**src/rtl/seg_mmio_pkg.sv**
```systemverilog
// seg_mmio_pkg: register map, CTRL fields and display constants for seg_mmio
package seg_mmio_pkg;
  localparam logic [1:0] OFF_DATA = 2'd0;
  localparam logic [1:0] OFF_CTRL = 2'd1;
  localparam logic [1:0] OFF_STATUS = 2'd2;
  localparam logic [1:0] OFF_RSVD = 2'd3;
  localparam int CTRL_EN = 0;
  localparam int CTRL_DP_LSB = 4;
  localparam int NUM_DIGITS = 4;
  localparam logic [6:0] SEG_BLANK = 7'h7F;
endpackage

```
**src/rtl/hex7seg_decode.sv**
```systemverilog
// hex7seg_decode: 4-bit hex to active-low {g,f,e,d,c,b,a} segments
module hex7seg_decode (
  input  logic [3:0] hex,
  output logic [6:0] seg
);
  always_comb begin
    case (hex)
      4'h0: seg = 7'b1000000;
      4'h1: seg = 7'b1111001;
      4'h2: seg = 7'b0100100;
      4'h3: seg = 7'b0110000;
      4'h4: seg = 7'b0011001;
      4'h5: seg = 7'b0010010;
      4'h6: seg = 7'b0000010;
      4'h7: seg = 7'b1111000;
      4'h8: seg = 7'b0000000;
      4'h9: seg = 7'b0010000;
      4'hA: seg = 7'b0001000;
      4'hB: seg = 7'b0000011;
      4'hC: seg = 7'b1000110;
      4'hD: seg = 7'b0100001;
      4'hE: seg = 7'b0000110;
      default: seg = 7'b0001110;
    endcase
  end
endmodule

```
**src/rtl/seg_mmio.sv**
```systemverilog
// seg_mmio: memory-mapped 4-digit multiplexed 7-segment display controller
// Optional SEG_MMIO_BLANK_LEADING_EN blanks leading zero digits.
module seg_mmio
  import seg_mmio_pkg::*;
#(
  parameter logic [31:0] BASE_ADDR = 32'h0000_2000,
  parameter int SCAN_DIV = 50000
) (
  input  logic        clk,
  input  logic        rst,
  input  logic        enabler,
  input  logic        write_enabler,
  input  logic [31:0] addr,
  input  logic [3:0]  select,
  input  logic [31:0] data_input,
  output logic [31:0] data_output,
  output logic        hit,
  output logic [6:0]  seg,
  output logic [3:0]  an,
  output logic        dp
);
  localparam logic [15:0] CNT_LAST = 16'(SCAN_DIV - 1);
  logic [31:0] data_r;
  logic [3:0] dp_mask;
  logic en_r;
  logic [15:0] cnt;
  logic [$clog2(NUM_DIGITS)-1:0] idx;
  logic [1:0] off;
  logic wr;
  logic [31:0] ctrl_val;
  logic [31:0] rdata;
  logic [6:0] dec;
  logic lead_zero;
  logic off_n;
  logic unused;
  assign unused = &{1'b0, addr[1:0]};
  assign off = addr[3:2];
  assign hit = enabler && addr[31:4] == BASE_ADDR[31:4];
  assign wr = hit && write_enabler;
  assign ctrl_val = {24'h0, dp_mask, 3'b000, en_r};
  always_comb begin
    rdata = off == OFF_DATA ? data_r :
            off == OFF_CTRL ? ctrl_val :
            off == OFF_STATUS ? {30'h0, idx} :
            off == OFF_RSVD ? 32'h0 : 32'h0;
  end
  assign data_output = hit && !write_enabler ? rdata : 32'h0;
  hex7seg_decode u_dec (.hex(data_r[{idx, 2'b00} +: 4]), .seg(dec));
`ifdef SEG_MMIO_BLANK_LEADING_EN
  assign lead_zero = idx != 2'd0 && (data_r[15:0] >> {idx, 2'b00}) == 16'h0;
`else
  assign lead_zero = 1'b0;
`endif
  assign off_n = !en_r || lead_zero;
  always_ff @(posedge clk) begin
    if (rst) begin
      data_r <= 32'h0;
      en_r <= 1'b1;
      dp_mask <= 4'h0;
      cnt <= 16'h0;
      idx <= '0;
      an <= 4'b1110;
      seg <= 7'b1000000;
      dp <= 1'b1;
    end else begin
      for (int b = 0; b < 4; b++)
        if (wr && off == OFF_DATA && select[b]) data_r[8*b +: 8] <= data_input[8*b +: 8];
      if (wr && off == OFF_CTRL && select[0]) begin
        en_r <= data_input[CTRL_EN];
        dp_mask <= data_input[CTRL_DP_LSB +: 4];
      end
      cnt <= cnt == CNT_LAST ? 16'h0 : cnt + 16'h1;
      if (cnt == CNT_LAST) idx <= idx + 1'b1;
      an <= off_n ? 4'b1111 : ~(4'b0001 << idx);
      seg <= off_n ? SEG_BLANK : dec;
      dp <= off_n || !dp_mask[idx];
    end
  end
endmodule

```
**config.mk**
```make
export PLATFORM = sky130hd
export DESIGN_NAME = seg_mmio
export DESIGN_NICKNAME = d
export VERILOG_FILES = /design/src/rtl/seg_mmio_pkg.sv /design/src/rtl/hex7seg_decode.sv /design/src/rtl/seg_mmio.sv
export SDC_FILE = /design/constraint.sdc
export NUM_CORES = 1
export LEC_CHECK = 0
export CORE_MARGIN = 3
export CORE_UTILIZATION = 45
export DETAILED_ROUTE_END_ITERATION = 6
export PLACE_DENSITY = 0.9
export SKIP_CTS_REPAIR_TIMING = 1
export SLEW_MARGIN = 40
export SYNTH_ARGS = -nofsm -noshare
export SYNTH_HDL_FRONTEND = slang
export SYNTH_SLANG_ARGS = --single-unit
```
**constraint.sdc**
```tcl
create_clock -name clk -period 3.8 [get_ports clk]
set_input_delay 0.57 -clock clk [delete_from_list [all_inputs] [get_ports clk]]
set_output_delay 0.57 -clock clk [all_outputs]
set_load 0.01 [all_outputs]
```
# Word-level counts from Yosys, hierarchy flattened
# Memory sizes are Yosys's and may differ from the RTL's.
# Index checks and enable logic that the tools add are counted.
word_totals:
  latchBits: 0
  word_cells: 50
  mem_bits_ro: 112
  mem_bits_rw: 0
  input_bits: 72
  memories: 1
  ff_bits: 67
mem_list:
  columns: ["memory", "depth", "word_bits", "read_ports", "rd_ports_with_merged_regs", "write_ports", "line", "rtl"]
  rows:
  - ["(no name shown)", 16, 7, 1, 0, 0, "hex7seg_decode.sv:7", "case (hex)"]
classes:
  add_sub_neg: 2
  reduce_logical: 17
  n_shift: 2
  n_bitwise: 2
  mul: 0
  n_mux: 8
  div: 0
  order_cmp: 1
  n_eq_ne: 4
op_table:
  columns: ["op", "count"]
  rows:
  - ["2-to-1 mux 32 bit", 2]
  - ["indexed part select 32 x 5 -> 4 bit", 1]
  - ["== test 28 x 10 -> 1 bit (second input constant)", 1]
  - ["adder 16 x 1 -> 16 bit (second input constant)", 1]
  - ["== test 16 bit (second input constant)", 1]
  - ["logical AND 1 bit", 10]
  - ["2-to-1 mux 8 bit", 1]
  - ["2-to-1 mux 6 bit", 1]
  - ["NOT 4 bit", 1]
  - ["OR reduction 2 bit", 2]
  - ["<< shifter 1 x 2 -> 4 bit (first input constant)", 1]
  - ["zero test 1 bit", 3]
  - ["less-than comparator 2 x 3 -> 1 bit (second input constant)", 1]
  - ["adder 2 x 1 -> 2 bit (second input constant)", 1]
  - ["binary-select mux 1 bit (select 2 bit)", 1]
  - ["== test 2 x 1 -> 1 bit (second input constant)", 1]
  - ["== test 2 bit (second input constant)", 1]
  - ["zero test 2 bit", 1]
  - ["2-to-1 mux 1 bit", 2]
  - ["2-to-1 mux 2 bit", 1]
  - ["logical OR 1 bit", 1]
  - ["NOT 1 bit", 1]

# Depth between registers and ports, before layout
logic_depth:
  word_depth: 5
  ltp_mapped: 7
  depth_no_buf: 6

# Cells and area by module
# Synthesis repeated with hierarchy kept, for this count alone.
unflattened:
  cells_unflattened: 407
  area_unflattened_um2: 3673.5
by_module_without_submodules:
  columns: ["module", "area_per_inst_um2", "cells_per_inst", "seq_area_each_um2", "n_inst"]
  rows:
  - ["seg_mmio", 3398.3, 375, 1341.3, 1]
  - ["hex7seg_decode", 275.3, 32, 0.0, 1]

# Worst setup path after synthesis
# OpenSTA, ideal clock, no wires.
synth_path:
  path_kind: "in2out"
  startpoint: "input port addr[24]"
  endpoint: "output port data_output[1]"
  required_ns: 3.230
  arrival_ns: 2.103
  stages: 5
  n_path_buf: 1
  path_slack_ns: 1.127
  cell_sequence: "nor4_1 nand4_2 or2_0 clkbuf_1 nor4_1"
synth_via:
  elab_chain_cells: 4
synth_rtl:
  columns: ["element", "line", "rtl"]
  rows:
  - ["from (decl)", "seg_mmio.sv:13", "input logic [31:0] addr,"]
  - ["== test 28 x 10 -> 1 bit", "seg_mmio.sv:38", "assign hit = enabler && addr[31:4] == BASE_ADDR[31:4];"]
  - ["logical AND 1 bit", "seg_mmio.sv:38", null]
  - ["logical AND 1 bit", "seg_mmio.sv:47", "assign data_output = hit && !write_enabler ? rdata : 32'h0;"]
  - ["2-to-1 mux 32 bit", "seg_mmio.sv:47", null]
  - ["to (decl)", "seg_mmio.sv:16", "output logic [31:0] data_output,"]
# Every way passes these cells.

# Worst setup path after layout
layout_path:
  startpoint: "input port addr[19]"
  endpoint: "output port data_output[6]"
# Same word-level chain as after synthesis.

==> results.md <==
- Dividing the final minimum period by the clock period gives 95.1%.
- The number of clock sinks is 67.
- Counting flops and latches in the post-synthesis netlist gives 67.
- Summed over all cells, the static leakage comes to 1.82 nW.
- The worst hold path terminates at cnt[0].
- In this run the power spent charging and discharging nets is 308 uW.
- The number of standard cells after synthesis is 381.
- The via count of the first global-routing pass is 3,158.
- Detailed routing inserted a total of 3,065 vias.
- The die is 95.7 um tall.
- The placement row count is 32.
- The starting density of the core is 46.6%.
- In the layout the commonest cells are 113 x sky130_fd_sc_hd__clkdlybuf4s50_1, 69 x sky130_fd_sc_hd__nand2b_1, 67 x sky130_fd_sc_hd__dfxtp_1.
- The run finished with clean final reports.
- For this run, the top clock speed supported by timing is 0.277 GHz.
- Global routing consumed, over all layers together, 20.4% of the routing resources.
- After routing, the total negative slack on setup checks comes to 0 ns.
- The xor and xnor area share after synthesis is 3.63%.
- The depth of the most critical reg-to-reg path is 6.
- In this run the worst path has a maximum fanout of 7.
- Port buffering added 114 buffers.
- The switching share of power is 21.8%.
- The core area is 7770 um^2.
- The reg-to-reg critical path endpoint is seg[3].
- The internal power of the cells totals 1.11 mW.
- The buffer depth of the longest clock path is 2.
- Summing every instance area after synthesis gives 3620 um^2.
- The total wirelength of the detailed-routed design is 8950 um.
- The share of total power in combinational logic is 8.9%.
- The main combinational cell family by area after synthesis is simple AND/OR/NAND/NOR gates.
- The compound-gate portion of the synthesized area is 3.04%.
- The first global-routing pass estimated 14,600 um of wire.
- The headroom to the max-slew limit is 57.4%.
- The slowest stage cell on the critical path is sky130_fd_sc_hd__clkdlybuf4s50_1.
- The sequential area share after synthesis is 37.0%.
- The H-tree depth reported by CTS is 3.
- Across the routed clock network, the largest skew measured is 0.00854 ns.
- The net count after synthesis is 464.
- The hold path startpoint is cnt[0].
- The minimum hold slack is 0.466 ns.
- The leftover overflow at the end of global routing is 0.
- The fraction of synthesized area in multiplexers is 16.1%.
- On the worst path, the slowest cell contributes a delay of 0.61 ns.
- The clock root buffer master is sky130_fd_sc_hd__clkbuf_8.
- Dividing the detail-routed via count by the number of cells gives 5.14.
- The clock insertion delay at the later pin of the skew report is 0.33 ns.
- TritonCTS built the clock tree.
- The synthesis-to-finish area growth is 38.2%.
- The synthesized design devotes to its leading area cell type 37.0% of total area.
- The footprint of the multi-input gates is 2130 um^2.
- At the worst endpoint, the arrival time is 3.04 ns.
- The sequential cell fraction of total power is 50.0%.
- The synthesized netlist contains 41 unique library cells.
- The signal on the critical path passes through clkdlybuf4s50_1 > nor4_1 > nand4_2 > or2_0 > nor4_1 > clkdlybuf4s50_1.
- The sequential standard cell area is 1340 um^2.
- Subtracting the final worst setup slack from the clock period gives 3.61 ns.
- The number of pins exceeding their max-slew limit in the final report is 0.
- The worst reg2reg path startpoint is idx[0].
- The worst hold-check path type is reg2reg.
- The HPWL after detailed placement is 6730 um.
- In the routed design, unresolved DRC markers number 0.
- The pin slew with the least headroom to its limit is 0.637 ns.
- The setup check on the worst reg-to-reg path leaves a slack of 1.48 ns.
- Before antenna repair, the detailed router went through 4 iterations.
- The final-layout fill cell count is 629.
- The number of antenna cells inserted is 0.
- The sort of element at the end of the critical path is an output pin.
- The clock transition at the registers of the reported paths is 0.07 ns.
- The number of cells on the worst hold path is 1.
- In this run the power density over the cells is 282 nW/um^2.
- In this run, the clock network consumes 41.2% of the power.
- After the last flow step, the layout net total stands at 573.
- The die covers 9170 um^2.
- The post-synthesis simple-gate area fraction is 32.2%.
- The reported max-cap violation count is 0.
- The library cell used most frequently in the layout, excluding fill and tap cells, is sky130_fd_sc_hd__clkdlybuf4s50_1.
- The number of hold violations in the final report is 0.
- The critical path required time is 3.23 ns.
- The critical path startpoint category is an input port.
- VDD sags by at most 258 uV.
- The total CTS buffers is 9.
- The DRC marker count from the first detailed-route iteration is 110.
- Setup repair after global routing left no endpoint under its margin.
- The post-route antenna net violation count is 0.
- Sorting the synthesized cells by area gives the leading types as sky130_fd_sc_hd__dfxtp_1 37%, sky130_fd_sc_hd__mux2i_1 13%, sky130_fd_sc_hd__nand2b_1 12%.
- During I/O placement, the number of pins put on the boundary was 117.
- The final estimated routing congestion in global placement is 0.872.
- Entering global routing, the biggest net connects 48 pins.
- In the final routed layout, each cell accounts on average for 15.0 um.
- During synthesis, Yosys emitted a total of 0 warnings.
- The die is 95.7 um wide.
- Cells fill 64.4% of the core in the end.
- The arithmetic-cell share of the synthesized area counting full adders, half adders and majority gates is 3.80%.
- Setup violations remaining at the end of the flow were counted as 0.
- The cell taking the most area after synthesis is sky130_fd_sc_hd__dfxtp_1.
- Averaged over all synthesized cells, the footprint is 9.51 um^2.
- The number of antenna violations at the first check in global routing is 0.
- The critical path start-end classification is in2out.
- The fraction of layout cells with a size suffix above 1 is 8.10%.
[how the worst max path moves through the flow]
stage	end	slack [ns]	from	depth (start not counted)
3_5_place_dp	data_output[6]	0.16	addr[19]	6
4_1_cts	data_output[6]	0.16	addr[19]	6
6_report	data_output[6]	0.19	addr[19]	6
5_1_grt	data_output[6]	0.04	addr[19]	6
2_1_floorplan	data_output[1]	1.13	addr[24]	5
3_3_place_gp	data_output[1]	0.34	addr[19]	6
[kinds of logic (layout without fill, tap and decap cells)]
| kind of cell | after synthesis | count (layout) |
|---|---|---|
| multiplexers | 52 | 52 |
| AO/OA/AOI/OAI | 16 | 16 |
| flip-flops | 67 | 67 |
| AND/OR/NAND/NOR | 188 | 188 |
| adder cells (fa/ha/maj) | 11 | 11 |
| XOR/XNOR | 15 | 15 |
| buffers and inverters | 32 | 145 |
[cells in the mapped netlist]
master	instances
sky130_fd_sc_hd__a211oi_1	1
sky130_fd_sc_hd__a21bo_2	1
sky130_fd_sc_hd__a21oi_1	6
sky130_fd_sc_hd__a221oi_1	2
sky130_fd_sc_hd__a2bb2oi_1	1
sky130_fd_sc_hd__a311oi_1	1
sky130_fd_sc_hd__and2_1	27
sky130_fd_sc_hd__buf_2	5
sky130_fd_sc_hd__buf_6	2
sky130_fd_sc_hd__buf_8	1
sky130_fd_sc_hd__clkbuf_1	13
sky130_fd_sc_hd__dfxtp_1	67
sky130_fd_sc_hd__ha_1	11
sky130_fd_sc_hd__inv_1	11
sky130_fd_sc_hd__mux2_2	1
sky130_fd_sc_hd__mux2i_1	46
sky130_fd_sc_hd__mux4_2	5
sky130_fd_sc_hd__nand2_1	12
sky130_fd_sc_hd__nand2b_1	69
sky130_fd_sc_hd__nand2b_2	1
sky130_fd_sc_hd__nand3_1	11
sky130_fd_sc_hd__nand4_1	3
sky130_fd_sc_hd__nand4_2	2
sky130_fd_sc_hd__nand4b_1	1
sky130_fd_sc_hd__nor2_1	30
sky130_fd_sc_hd__nor2b_1	2
sky130_fd_sc_hd__nor3_1	6
sky130_fd_sc_hd__nor3_4	4
sky130_fd_sc_hd__nor4_1	10
sky130_fd_sc_hd__nor4_2	2
sky130_fd_sc_hd__nor4b_2	2
sky130_fd_sc_hd__nor4b_4	1
sky130_fd_sc_hd__o21a_1	3
sky130_fd_sc_hd__o21ai_0	1
sky130_fd_sc_hd__or2_0	1
sky130_fd_sc_hd__or3_1	1
sky130_fd_sc_hd__or4_1	1
sky130_fd_sc_hd__or4_4	1
sky130_fd_sc_hd__or4bb_1	1
sky130_fd_sc_hd__xnor2_1	14
sky130_fd_sc_hd__xor2_1	1
[state kept, by name (all words and copies together) (netlist names)]
name / flops
an: 4
dp: 1
seg: 7
idx: 2
cnt: 16
dp_mask: 4
data_r: 32
en_r: 1
[cell type report]
type,instances,area share [%]
Clock inverter,4,1.02
Sequential cell,67,26.8
Clock buffer,11,2.82
Multi-Input combinational cell,282,42.5
Timing Repair Buffer,119,23.4
Inverter,11,0.825
Tap cell,102,2.55
[power by group through the flow]
stage,clock network [mW],registers [mW],logic [mW]
3_5_place_dp,0,0.723,0.125
4_1_cts,0.600,0.707,0.126
6_report,0.582,0.707,0.125
5_1_grt,0.621,0.707,0.134
3_3_place_gp,0,0.723,0.122
2_1_floorplan,0,0.723,0.0475
[through the flow]
stage               total power [mW]  std cells  setup WS, ns  cell area (um^2)
CTS                             1.43        596         0.157              5010
global placement               0.845        581         0.341              4810
global route                    1.46        596        0.0355              5010
floorplan                      0.770        381          1.13              3620
detailed placement             0.848        581         0.157              4810
finish                          1.41        596         0.187              5010
[per-layer routing]
layer,vias up,routed length (um),global-route usage [%]
met5,-,0,0
met4,0,261,9.24
li1,1506,-,-
met3,21,462,4.53
met2,88,4620,36.2
met1,1450,3610,23.1
[critical path, delay by kind of cell]
kind	cells	cell delay, ns
buffers and inverters	2	1.01
and+or+nand+nor	4	1.46
No activity file was read; power rests on OpenSTA's default activity.
